<file path="config.mk">
export PLATFORM = sky130hd
export DESIGN_NAME = pc_sequencer
export DESIGN_NICKNAME = d
export VERILOG_FILES = /design/src/rtl/pc_sequencer.sv
export SDC_FILE = /design/constraint.sdc
export NUM_CORES = 1
export LEC_CHECK = 0
export ABC_AREA = 1
export BUFFER_PORTS_ARGS = -buffer_cell sky130_fd_sc_hd__buf_4
export CORE_MARGIN = 2
export CORE_UTILIZATION = 40
export CTS_CLUSTER_SIZE = 14
export DETAILED_ROUTE_END_ITERATION = 8
export GPL_TIMING_DRIVEN = 0
export PLACE_DENSITY = 0.69
export SLEW_MARGIN = 15
export SYNTH_ARGS = -nofsm -noshare
export SYNTH_HDL_FRONTEND = slang
export SYNTH_SLANG_ARGS = --single-unit
export TNS_END_PERCENT = 50
</file>
<file path="constraint.sdc">
create_clock -name CLK -period 1.7 [get_ports CLK]
set_clock_uncertainty 0.2 [all_clocks]
set_input_delay 0.255 -clock CLK [delete_from_list [all_inputs] [get_ports CLK]]
set_output_delay 0.255 -clock CLK [all_outputs]
set_load 0.005 [all_outputs]
</file>
<file path="src/rtl/pc_sequencer.sv">
// Program counter and next-PC sequencer: PC+4 or word-aligned redirect target,
// stall hold with a buffered redirect decision, and a saturating retire counter.
module pc_sequencer #(
   parameter logic [31:0] RESET_VECTOR = 32'h0000_0000,
   parameter int unsigned CNT_W        = 16,
   parameter int unsigned UPD_DELAY    = 1
) (
   input  logic             CLK,
   input  logic             RESET_N,
   input  logic             BUSYWAIT,
   input  logic             JUMP,
   input  logic             BRANCH_EQ,
   input  logic             BRANCH_NE,
   input  logic             ZERO,
   input  logic [31:0]      TARGET_ADDR,
   output logic [31:0]      PC,
   output logic [31:0]      PC_PLUS4,
   output logic             PC_VALID,
   output logic             REDIRECT,
   output logic             ALIGN_ERR,
   output logic [CNT_W-1:0] INSTR_COUNT
);

   localparam logic [1:0] BOOT  = 2'd0;
   localparam logic [1:0] RUN   = 2'd1;
   localparam logic [1:0] STALL = 2'd2;

   logic [1:0]       state;
   logic [31:0]      pc;
   logic             pc_valid;
   logic             redirect;
   logic             align_err;
   logic [CNT_W-1:0] cnt;
   logic             pend_valid;
   logic [31:0]      pend_tgt;
   logic             pend_err;

   logic             take;
   logic [31:0]      tgt_aligned;
   logic             tgt_misaligned;
   logic [31:0]      pc_plus4;
   logic [CNT_W-1:0] cnt_next;

   always_comb begin
      take           = JUMP | (BRANCH_EQ & ZERO) | (BRANCH_NE & ~ZERO);
      tgt_aligned    = TARGET_ADDR & ~32'h3;
      tgt_misaligned = (TARGET_ADDR[1:0] != 2'b00);
      pc_plus4       = pc + 32'd4;
      cnt_next       = (cnt == '1) ? cnt : cnt + 1'b1;
   end

   always_ff @(posedge CLK) begin
      if (!RESET_N) begin
         state      <= BOOT;
         pc         <= RESET_VECTOR;
         pc_valid   <= 1'b0;
         redirect   <= 1'b0;
         align_err  <= 1'b0;
         cnt        <= '0;
         pend_valid <= 1'b0;
         pend_tgt   <= '0;
         pend_err   <= 1'b0;
      end else begin
         redirect  <= 1'b0;
         align_err <= 1'b0;
         case (state)
            BOOT: begin
               pc_valid <= 1'b1;
               state    <= RUN;
            end
            RUN: begin
               if (BUSYWAIT) begin
                  // Only the decision seen on the stall-entry cycle is kept.
                  pend_valid <= take;
                  pend_tgt   <= tgt_aligned;
                  pend_err   <= tgt_misaligned;
                  state      <= STALL;
               end else begin
                  pc        <= take ? tgt_aligned : pc_plus4;
                  redirect  <= take;
                  align_err <= take & tgt_misaligned;
                  cnt       <= cnt_next;
               end
            end
            STALL: begin
               if (!BUSYWAIT) begin
                  pc         <= pend_valid ? pend_tgt : pc_plus4;
                  redirect   <= pend_valid;
                  align_err  <= pend_valid & pend_err;
                  cnt        <= cnt_next;
                  pend_valid <= 1'b0;
                  pend_tgt   <= '0;
                  pend_err   <= 1'b0;
                  state      <= RUN;
               end
            end
            default: state <= BOOT;
         endcase
      end
   end

   assign PC          = pc;
   assign PC_PLUS4    = pc_plus4;
   assign PC_VALID    = pc_valid;
   assign REDIRECT    = redirect;
   assign ALIGN_ERR   = align_err;
   assign INSTR_COUNT = cnt;

endmodule

</file>
==> flow_summary.ini, run 1 <==
[clock_tree]
cts_tree = done
clk_pin_slew_ns = 0.06
clk_latency_ns = 0.36
clkSinkCount = 83
cts_root_buf = clkbuf_16
htree_num_levels = 3
cts_inserted_buffers = 9
clock_path_buffers = 2

[sta]
final_hold_viol_count = 0
setup_viol = 100
rsz0062_at_grt = yes
post-route-period-util_pct = 133
min_period_ns = 2.26
setup_slack_ns = -0.563
tightest_slew_ns = 0.752
fmax_mhz = 442
finalSetupTns_ns = -18.07
relSlewSlack_pct = 49.9
drv_slew = 0

[critical_path]
critPathMaxFanout = 5
reg2reg_slack_ns = -0.43
cp_data_arrival_time_ns = 1.81
critPathRequiredTime_ns = 1.24
cp-end-kind = output port
crit_type = reg -> out
start_kind = flip-flop
regToRegStartpoint = PC[4]
worstReg2RegEnd = PC[18]
r2r_cells = 15

[logic_synthesis]
synth_edf_count = 0
syn_area_um2 = 5380
synth_cells = 871
yosys_warnings = 0
synth_seq_cells = 83
synthArstFlopShare_pct = 0
ys.flop_type = dfxtp_1
ys_types = 37
yosysSeqAreaShare_pct = 30.9
postSynthAreaPerCell_um2 = 6.17

[detailed_routing]
first_pass_iters = 6
postRouteAntennaNets = 0
drtIter0Drc = 655
vias = 6734
wire_per_inst_um = 16.8
viasPerCell = 5.30
drt_wl_total_mm = 21.4
drc = 0

[layout]
final_nets = 1135
nFillCells = 1070
final_common_cell = buf_4
finalInstanceArea_um2 = 8700
mostFrequentLayoutCells = buf_4, nor2_1, nand2_1, inv_1
syn2layout_area_growth_pct = 61.7
diodes = 0
drive_gt1_share_pct = 39.6

[place]
io_buffers = 117
post-dp-hpwl_mm = 13.7
globalplace.congestion = 0.971
placed_area_um2 = 6510

[power]
p_switching_mw = 5.90
sw_frac_of_total_pct = 44.0
pwr-share-seq_pct = 25.6
p_leak_nw = 3.96
combPwrFrac_pct = 59.9
powerDensity_nw_per_um2 = 1540
clkPwrFrac_pct = 14.5
irDropWorstVdd_v = 0.00106
power.internal_mw = 7.51

[min_path]
min_to = pend_err
hold_start = TARGET_ADDR[1]
hold_depth = 3
hp-class = in -> reg

[global_routing]
grt_max_degree = 13
grt_overflow_total = 0
antenna_found_initial = 0
grt_pass1_wl_mm = 31.0
grt_pass1_vias = 5959
grt_util_all_layers_pct = 27.4

[status]
violations = setup timing
status = finished, violations left

[floorplan]
core_area_um2 = 13200
die_area_um2 = 14400
io_pins = 122
start_util_pct = 40.8
die_h_um = 120
die_width_um = 120
fp-row-count = 42

[flow_run]
cap_viol_max_count = 0
[cell usage after synthesis (4+ instances only)]
| master | instances | area share, % |
|---|---|---|
| a21oi_1 | 46 | 4.3 |
| a22oi_1 | 30 | 4.2 |
| buf_2 | 15 | 1.4 |
| buf_4 | 6 | 0.84 |
| clkbuf_1 | 21 | 1.5 |
| dfxtp_1 | 83 | 31 |
| ha_1 | 5 | 1.2 |
| inv_1 | 91 | 6.4 |
| inv_2 | 5 | 0.35 |
| nand2_1 | 193 | 13 |
| nand2_2 | 12 | 1.4 |
| nand3_1 | 70 | 6.5 |
| nor2_1 | 181 | 13 |
| nor2_2 | 4 | 0.47 |
| nor2_8 | 4 | 1.5 |
| nor3_1 | 11 | 1.0 |
| o211ai_1 | 9 | 1.3 |
| o21ai_0 | 33 | 3.1 |
| o21ai_1 | 9 | 0.84 |
| xor2_1 | 13 | 2.1 |
[power groups by stage]
| stage | combinational, mW | clock, mW | sequential, mW |
|---|---|---|---|
| after floorplan | 3.30 | 0 | 3.06 |
| after CTS | 6.17 | 1.92 | 3.30 |
| final | 8.04 | 1.94 | 3.43 |
| after global routing | 8.60 | 2.01 | 3.50 |
| after detailed placement | 5.22 | 0 | 3.21 |
| after global placement | 5.19 | 0 | 3.20 |
[final cells by class]
class | instances | area, um2 | area share, %
multi-input combinational | 651 | 4010 | 46.1
timing repair buffer | 207 | 1750 | 20.1
sequential | 83 | 1750 | 20.1
inverter | 97 | 384 | 4.42
buffer | 42 | 305 | 3.51
clock buffer | 13 | 270 | 3.11
tap | 176 | 220 | 2.53
clock inverter | 2 | 10.0 | 0.115
[timing repair]
action / 4_1_cts / 5_1_grt
pin swaps: 41 / 37
endpoints found under the setup margin: 109 / 108
gates cloned: 0 / 4
hold buffers: 31 / 0
hold endpoints to repair: 31 / 0
setup buffers: 36 / 24
gates resized for setup: 197 / 142
[metrics by stage]
| step | power, mW | util [%] | hold slack [ns] | instances | setup slack, ns |
|---|---|---|---|---|---|
| after floorplan | 6.36 | - | 0.203 | 874 | -0.0117 |
| after detailed placement | 8.42 | 49.4 | 0.268 | 1167 | -0.482 |
| after CTS | 11.4 | 60.7 | 0.00575 | 1247 | -0.487 |
| after global routing | 14.1 | 65.9 | 0.0487 | 1271 | -0.607 |
| final | 13.4 | 65.9 | 0.00128 | 1271 | -0.563 |
| after global placement | 8.38 | 49.4 | 0.255 | 1167 | -0.503 |
[cell families after synthesis]
kind of cell / after synthesis / share of synthesized area, %
flops: 83 / 30.9
compound gates: 135 / 14.7
simple gates: 490 / 39.7
buf+inv: 140 / 10.5
xor+xnor: 17 / 2.91
fa+ha+maj: 5 / 1.16
other cells: 1 / 0.0697
[flip-flops by register name (all words and copies together) (netlist names)]
signal	cells
PC_VALID	1
REDIRECT	1
pend_valid	1
PC	30
state	2
pend_tgt	30
ALIGN_ERR	1
INSTR_COUNT	16
pend_err	1
[worst max path at each step]
stage | startpoint | end | slack, ns | cells after the start
after global placement | state[0] | PC[4] | -0.50 | 7
final | PC[4] | PC_PLUS4[18] | -0.56 | 9
after CTS | PC[4] | PC_PLUS4[13] | -0.49 | 8
after floorplan | state[0] | PC[4] | -0.01 | 7
after global routing | PC[4] | PC_PLUS4[18] | -0.61 | 9
after detailed placement | state[0] | PC[4] | -0.48 | 7
[metal layers]
layer / global-route usage (%) / routed length, um
met2: 44.0 / 10500
met4: 10.4 / 546
met1: 37.0 / 8530
met3: 4.13 / 1850
met5: 0 / 0
[critical path, cell delays in order (launching register included)]
cell and delay (ns):
dfxtp_4 0.39, buf_12 0.13, nand2_4 0.05, nor2_4 0.12, nand2_4 0.11, nor2_4 0.25, nand2_2 0.09, and2_4 0.17
inv_2 0.05, buf_6 0.08
No activity file was read; power rests on OpenSTA's default activity.
==> run 2: changes to the inputs <==
==> constraint.sdc (replaced) <==
create_clock -name CLK -period 2 [get_ports CLK]
set_clock_uncertainty 0.2 [all_clocks]
set_input_delay 0.3 -clock CLK [delete_from_list [all_inputs] [get_ports CLK]]
set_output_delay 0.3 -clock CLK [all_outputs]
set_load 0.005 [all_outputs]
==> flow_summary.ini, run 2 (synthesized netlist as in run 1, its figures left out) <==
[min_path]
hp-class = in -> reg
hold_start = TARGET_ADDR[7]
hold_depth = 3
min_to = pend_tgt[7]

[floorplan]
die_area_um2 = 14400
die_width_um = 120
core_area_um2 = 13200
start_util_pct = 40.8
fp-row-count = 42
die_h_um = 120
io_pins = 122

[detailed_routing]
wl_met2_mm = 9.23
wl_met1_mm = 8.40
drc = 0
first_pass_iters = 5
top_layer = met4
postRouteAntennaNets = 0
drt_wl_total_mm = 19.7
viasPerCell = 5.21
met3_length_mm = 1.58
wire_per_inst_um = 15.9
drtIter0Drc = 554
vias = 6435

[sta]
drv_slew = 0
rsz0062_at_grt = yes
fmax_mhz = 433
tightest_slew_ns = 0.730
setup_viol = 28
min_period_ns = 2.31
post-route-period-util_pct = 116
finalSetupTns_ns = -4.36
setup_slack_ns = -0.312
final_hold_viol_count = 0
relSlewSlack_pct = 51.3

[clock_tree]
cts_inserted_buffers = 9
cts_root_buf = clkbuf_16
clock_path_buffers = 2
clkSinkCount = 83
clk_latency_ns = 0.36
htree_num_levels = 3
cts_tree = done
clk_pin_slew_ns = 0.06

[layout]
mostFrequentLayoutCells = nor2_1, nand2_1, buf_4, inv_1, nand3_1
drive_gt1_share_pct = 33.2
finalInstanceArea_um2 = 7880
final_common_cell = nor2_1
layout.cells.non_filler = 1234
utilization_pct = 59.7
syn2layout_area_growth_pct = 46.5
diodes = 0
nFillCells = 1217
final_nets = 1097

[place]
post-dp-hpwl_mm = 13.8
placed_area_um2 = 6490
placedCellCount = 1167
io_buffers = 117
globalplace.congestion = 0.933

[global_routing]
grt_overflow_total = 0
grt_pass1_wl_mm = 29.9
antenna_found_initial = 1
grt_pass1_vias = 5707
grt_util_all_layers_pct = 26.6
grt_max_degree = 15

[critical_path]
cp_data_arrival_time_ns = 1.81
critPathRequiredTime_ns = 1.50
reg2reg_slack_ns = -0.01
startpoint = PC[3]
worstReg2RegEnd = PC[11]
critPathMaxFanout = 5
r2r_cells = 12
cp-end-kind = output port
crit_type = reg -> out
start_kind = flip-flop
regToRegStartpoint = PC[4]

[status]
violations = setup timing
status = finished, violations left

[flow_run]
cap_viol_max_count = 0

[power]
powerDensity_nw_per_um2 = 1260
p_leak_nw = 3.69
finalPower_mw = 9.95
irDropWorstVdd_v = 0.000751
-- run 2: report_power, final --
group	internal, mW	switching [mW]	total [mW]
Clock	1.17	0.725	1.89
Sequential	2.27	0.585	2.85
Combinational	2.18	3.02	5.21
Total	5.62	4.33	9.95
-- run 2: per-layer routing --
metal / GRT usage [%] / vias to the layer above
li1: - / 3139
met1: 34.2 / 2962
met2: 44.3 / 299
met3: 6.13 / 35
met4: 8.16 / 0
met5: 0 / -
-- run 2: worst max path at each step --
stage                               to  slack, ns  depth (start not counted)
final                     PC_PLUS4[26]      -0.31                          9
after global routing      PC_PLUS4[26]      -0.38                          8
after CTS                 PC_PLUS4[26]      -0.24                          9
after detailed placement  PC_PLUS4[30]      -0.32                          9
after global placement    PC_PLUS4[30]      -0.32                          8
after floorplan           PC_PLUS4[18]       0.15                          8
-- run 2: area by class of cell --
class	instances	area, um2	area share, %
timing repair buffer	168	1350	17.1
multi-input combinational	651	3640	46.2
tap	176	220	2.79
clock inverter	5	85.1	1.08
inverter	97	365	4.64
clock buffer	11	253	3.21
buffer	43	233	2.95
sequential	83	1740	22.1
-- run 2: critical path: stages, from the launching register on --
cell and delay, ns:
dfxtp_4 0.38, ha_4 0.16, nand2_4 0.05, nor2_4 0.11, nand2_4 0.09, nor2_4 0.22
nand2_1 0.12, nand2_2 0.11, nand2_2 0.07, buf_4 0.14
-- run 2: what timing repair did --
| action | CTS | global route |
|---|---|---|
| cloned | 0 | 0 |
| hold buffers | 20 | 0 |
| setup buffers | 17 | 14 |
| pin swaps | 25 | 25 |
| endpoints found under the hold margin | 20 | 0 |
| gates resized for setup | 134 | 67 |
| setup endpoints to repair | 87 | 95 |
-- run 2: stage by stage --
step	hold WS (ns)	setup slack [ns]
after floorplan	0.245	0.152
after global placement	0.255	-0.325
after detailed placement	0.259	-0.316
after CTS	0.000382	-0.238
after global routing	0.0182	-0.377
final	0.00208	-0.312
==> run 3: changes to the inputs <==
--- a/config.mk
+++ b/config.mk
@@ -5,14 +5,13 @@
 export SDC_FILE = /design/constraint.sdc
 export NUM_CORES = 1
 export LEC_CHECK = 0
-export ABC_AREA = 1
 export BUFFER_PORTS_ARGS = -buffer_cell sky130_fd_sc_hd__buf_4
 export CORE_MARGIN = 2
 export CORE_UTILIZATION = 40
 export CTS_CLUSTER_SIZE = 14
 export DETAILED_ROUTE_END_ITERATION = 8
 export GPL_TIMING_DRIVEN = 0
-export PLACE_DENSITY = 0.69
+export PLACE_DENSITY = 0.68
 export SLEW_MARGIN = 15
 export SYNTH_ARGS = -nofsm -noshare
 export SYNTH_HDL_FRONTEND = slang
==> constraint.sdc (replaced) <==
create_clock -name CLK -period 2.3 [get_ports CLK]
set_clock_uncertainty 0.2 [all_clocks]
set_input_delay 0.345 -clock CLK [delete_from_list [all_inputs] [get_ports CLK]]
set_output_delay 0.345 -clock CLK [all_outputs]
set_load 0.005 [all_outputs]
==> flow_summary.ini, run 3 <==
[status]
status = finished, violations left
violations = setup timing

[power]
power.internal_mw = 3.07
pwr-share-seq_pct = 38.2
sw_frac_of_total_pct = 33.9
powerDensity_nw_per_um2 = 633
p_switching_mw = 1.57
irDropWorstVdd_v = 0.000318
p_leak_nw = 3.15
combPwrFrac_pct = 31.7
clkPwrFrac_pct = 30.1

[detailed_routing]
wire_per_inst_um = 19.9
first_pass_iters = 5
postRouteAntennaNets = 0
viasPerCell = 6.02
drtIter0Drc = 467
drc = 0
drt_wl_total_mm = 19.2
vias = 5787

[clock_tree]
cts_tree = done
clkSinkCount = 83
clk_pin_slew_ns = 0.07
clock_path_buffers = 2
cts_root_buf = clkbuf_16
cts_inserted_buffers = 9
hold_buffers = 0
htree_num_levels = 3
clk_latency_ns = 0.35

[global_routing]
antenna_found_initial = 0
grt_overflow_total = 0
grt_max_degree = 13
grt_pass1_vias = 5580
grt_util_all_layers_pct = 28.0
grt_pass1_wl_mm = 28.5

[critical_path]
crit_path_top_delay_cell = dfxtp_4
regToRegStartpoint = PC[3]
critPathMaxFanout = 7
critPathRequiredTime_ns = 1.75
worstReg2RegEnd = PC[8]
cp_data_arrival_time_ns = 2.05
start_kind = flip-flop
r2r_cells = 8
critical_path.max_stage_delay_ns = 0.39
crit_type = reg -> out
reg2reg_slack_ns = -0.02
path_common_cell = buf_6
path_cells = buf_6, nand3_4, or3_1, buf_6, o31a_1, or2_4, buf_6
cp-end-kind = output port

[logic_synthesis]
synthTopCellsByArea = dfxtp_1, nor2b_1, a21oi_1, nor3b_1, o21ai_0
syn_area_um2 = 4970
synth_most_common_cell = dfxtp_1
synth_cells = 612
synthArstFlopShare_pct = 0
synth_top_area_share_pct = 33.5
yosys.area.top_type = dfxtp_1
synthTopCellsByCount = dfxtp_1, a21oi_1, nor2b_1, nand2_1, o21ai_0
ys_types = 64
postSynthAreaPerCell_um2 = 8.12
synth_seq_cells = 83
synth_edf_count = 0
ys.flop_type = dfxtp_1
yosysSeqAreaShare_pct = 33.5
yosys_warnings = 0

[flow_run]
cap_viol_max_count = 0

[min_path]
hold_depth = 3
hp-class = in -> reg
hold_start = RESET_N
min_to = INSTR_COUNT[4]

[layout]
final_nets = 833
diodes = 0
syn2layout_area_growth_pct = 47.8
layout.cells.non_filler = 962
final_common_cell = buf_4
mostFrequentLayoutCells = buf_4, dfxtp_1, a21oi_1, nor2b_1, o21ai_0
drive_gt1_share_pct = 37.5
nFillCells = 1024

[sta]
tightest_slew_ns = 0.661
post-route-period-util_pct = 113
fmax_mhz = 385
relSlewSlack_pct = 55.9
finalSetupTns_ns = -3.39
rsz0062_at_grt = yes
setup_viol = 23
setup_slack_ns = -0.297
final_hold_viol_count = 0
min_period_ns = 2.60
drv_slew = 0

[place]
placedCellCount = 900
post-dp-hpwl_mm = 12.6
globalplace.congestion = 0.947
io_buffers = 117

[floorplan]
io_pins = 122
core_area_um2 = 12100
fp-row-count = 40
die_area_um2 = 13300
die_width_um = 115
die_h_um = 115
start_util_pct = 41.2
## run 3: cell count changes in the layout (fill, tap and decap cells not counted), moves of 36 or more
cell,previous run,this run
nand2_1,152,30
nand3_1,63,14
nor2_1,153,20
nor2b_1,0,36
nand2_2,44,3
inv_1,90,15
## run 3: critical path: cells and delay by family (launching register included)
kind	cells	cell delay, ns
simple gates	3	0.68
compound gates	1	0.25
flops	1	0.39
buf+inv	3	0.38
## run 3: metal layers
layer / track usage (%) / vias to the layer above / wire length, um
met5: 0 / - / 0
met4: 15.7 / 0 / 759
met3: 5.28 / 73 / 1860
met2: 43.7 / 351 / 8800
met1: 36.3 / 2752 / 7760
li1: - / 2611 / -
## run 3: layout make-up
class | instances | area, um2 | share of cell area [%]
timing repair buffer | 166 | 1330 | 18.1
buffer | 42 | 219 | 2.98
sequential | 83 | 1720 | 23.4
clock buffer | 14 | 264 | 3.60
tap | 168 | 210 | 2.86
inverter | 15 | 56.3 | 0.767
multi-input combinational | 472 | 3530 | 48.1
clock inverter | 2 | 10.0 | 0.136
## run 3: power groups by stage
stage	Combinational, mW	Sequential, mW	Clock, mW
3_5_place_dp	1.22	1.78	0
4_1_cts	1.36	1.75	1.41
2_1_floorplan	0.713	1.75	0
6_report	1.47	1.77	1.40
3_3_place_gp	1.20	1.78	0
5_1_grt	1.58	1.79	1.46
## run 3: through the flow
stage	util, %	setup slack [ns]	hold WS, ns	power, mW	area (um2)
6_report	60.9	-0.297	0.101	4.65	7340
3_5_place_dp	50.3	-0.446	0.260	3.00	6070
3_3_place_gp	50.3	-0.405	0.258	2.98	6070
4_1_cts	58.3	-0.259	0.0940	4.52	7030
2_1_floorplan	-	0.0470	0.234	2.46	4980
5_1_grt	60.9	-0.326	0.108	4.82	7340
## run 3: repair_timing
| action | 4_1_cts | 5_1_grt |
|---|---|---|
| setup buffers | 39 | 10 |
| hold endpoints to repair | 0 | 0 |
| endpoints found under the setup margin | 94 | 66 |
| pin swaps | 23 | 22 |
| resized for setup | 116 | 63 |
## run 3: worst max path at each step
stage               slack (ns)           end  cells after the start     start
global route             -0.33  PC_PLUS4[22]                      7    PC[10]
detailed placement       -0.45         PC[2]                      7  state[0]
floorplan                 0.05  PC_PLUS4[23]                      6     PC[4]
finish                   -0.30  PC_PLUS4[23]                      7     PC[2]
global placement         -0.40  PC_PLUS4[22]                      6     PC[2]
CTS                      -0.26  PC_PLUS4[23]                      7     PC[4]
## run 3: cell families after synthesis
family | Yosys count | share of synthesized area, %
flip-flops | 83 | 33.5
adder cells (fa/ha/maj) | 5 | 1.26
XOR/XNOR | 26 | 4.58
other | 1 | 0.0755
AO/OA/AOI/OAI | 184 | 24.8
AND/OR/NAND/NOR | 244 | 29.0
buffers and inverters | 60 | 5.06
multiplexers | 9 | 1.84
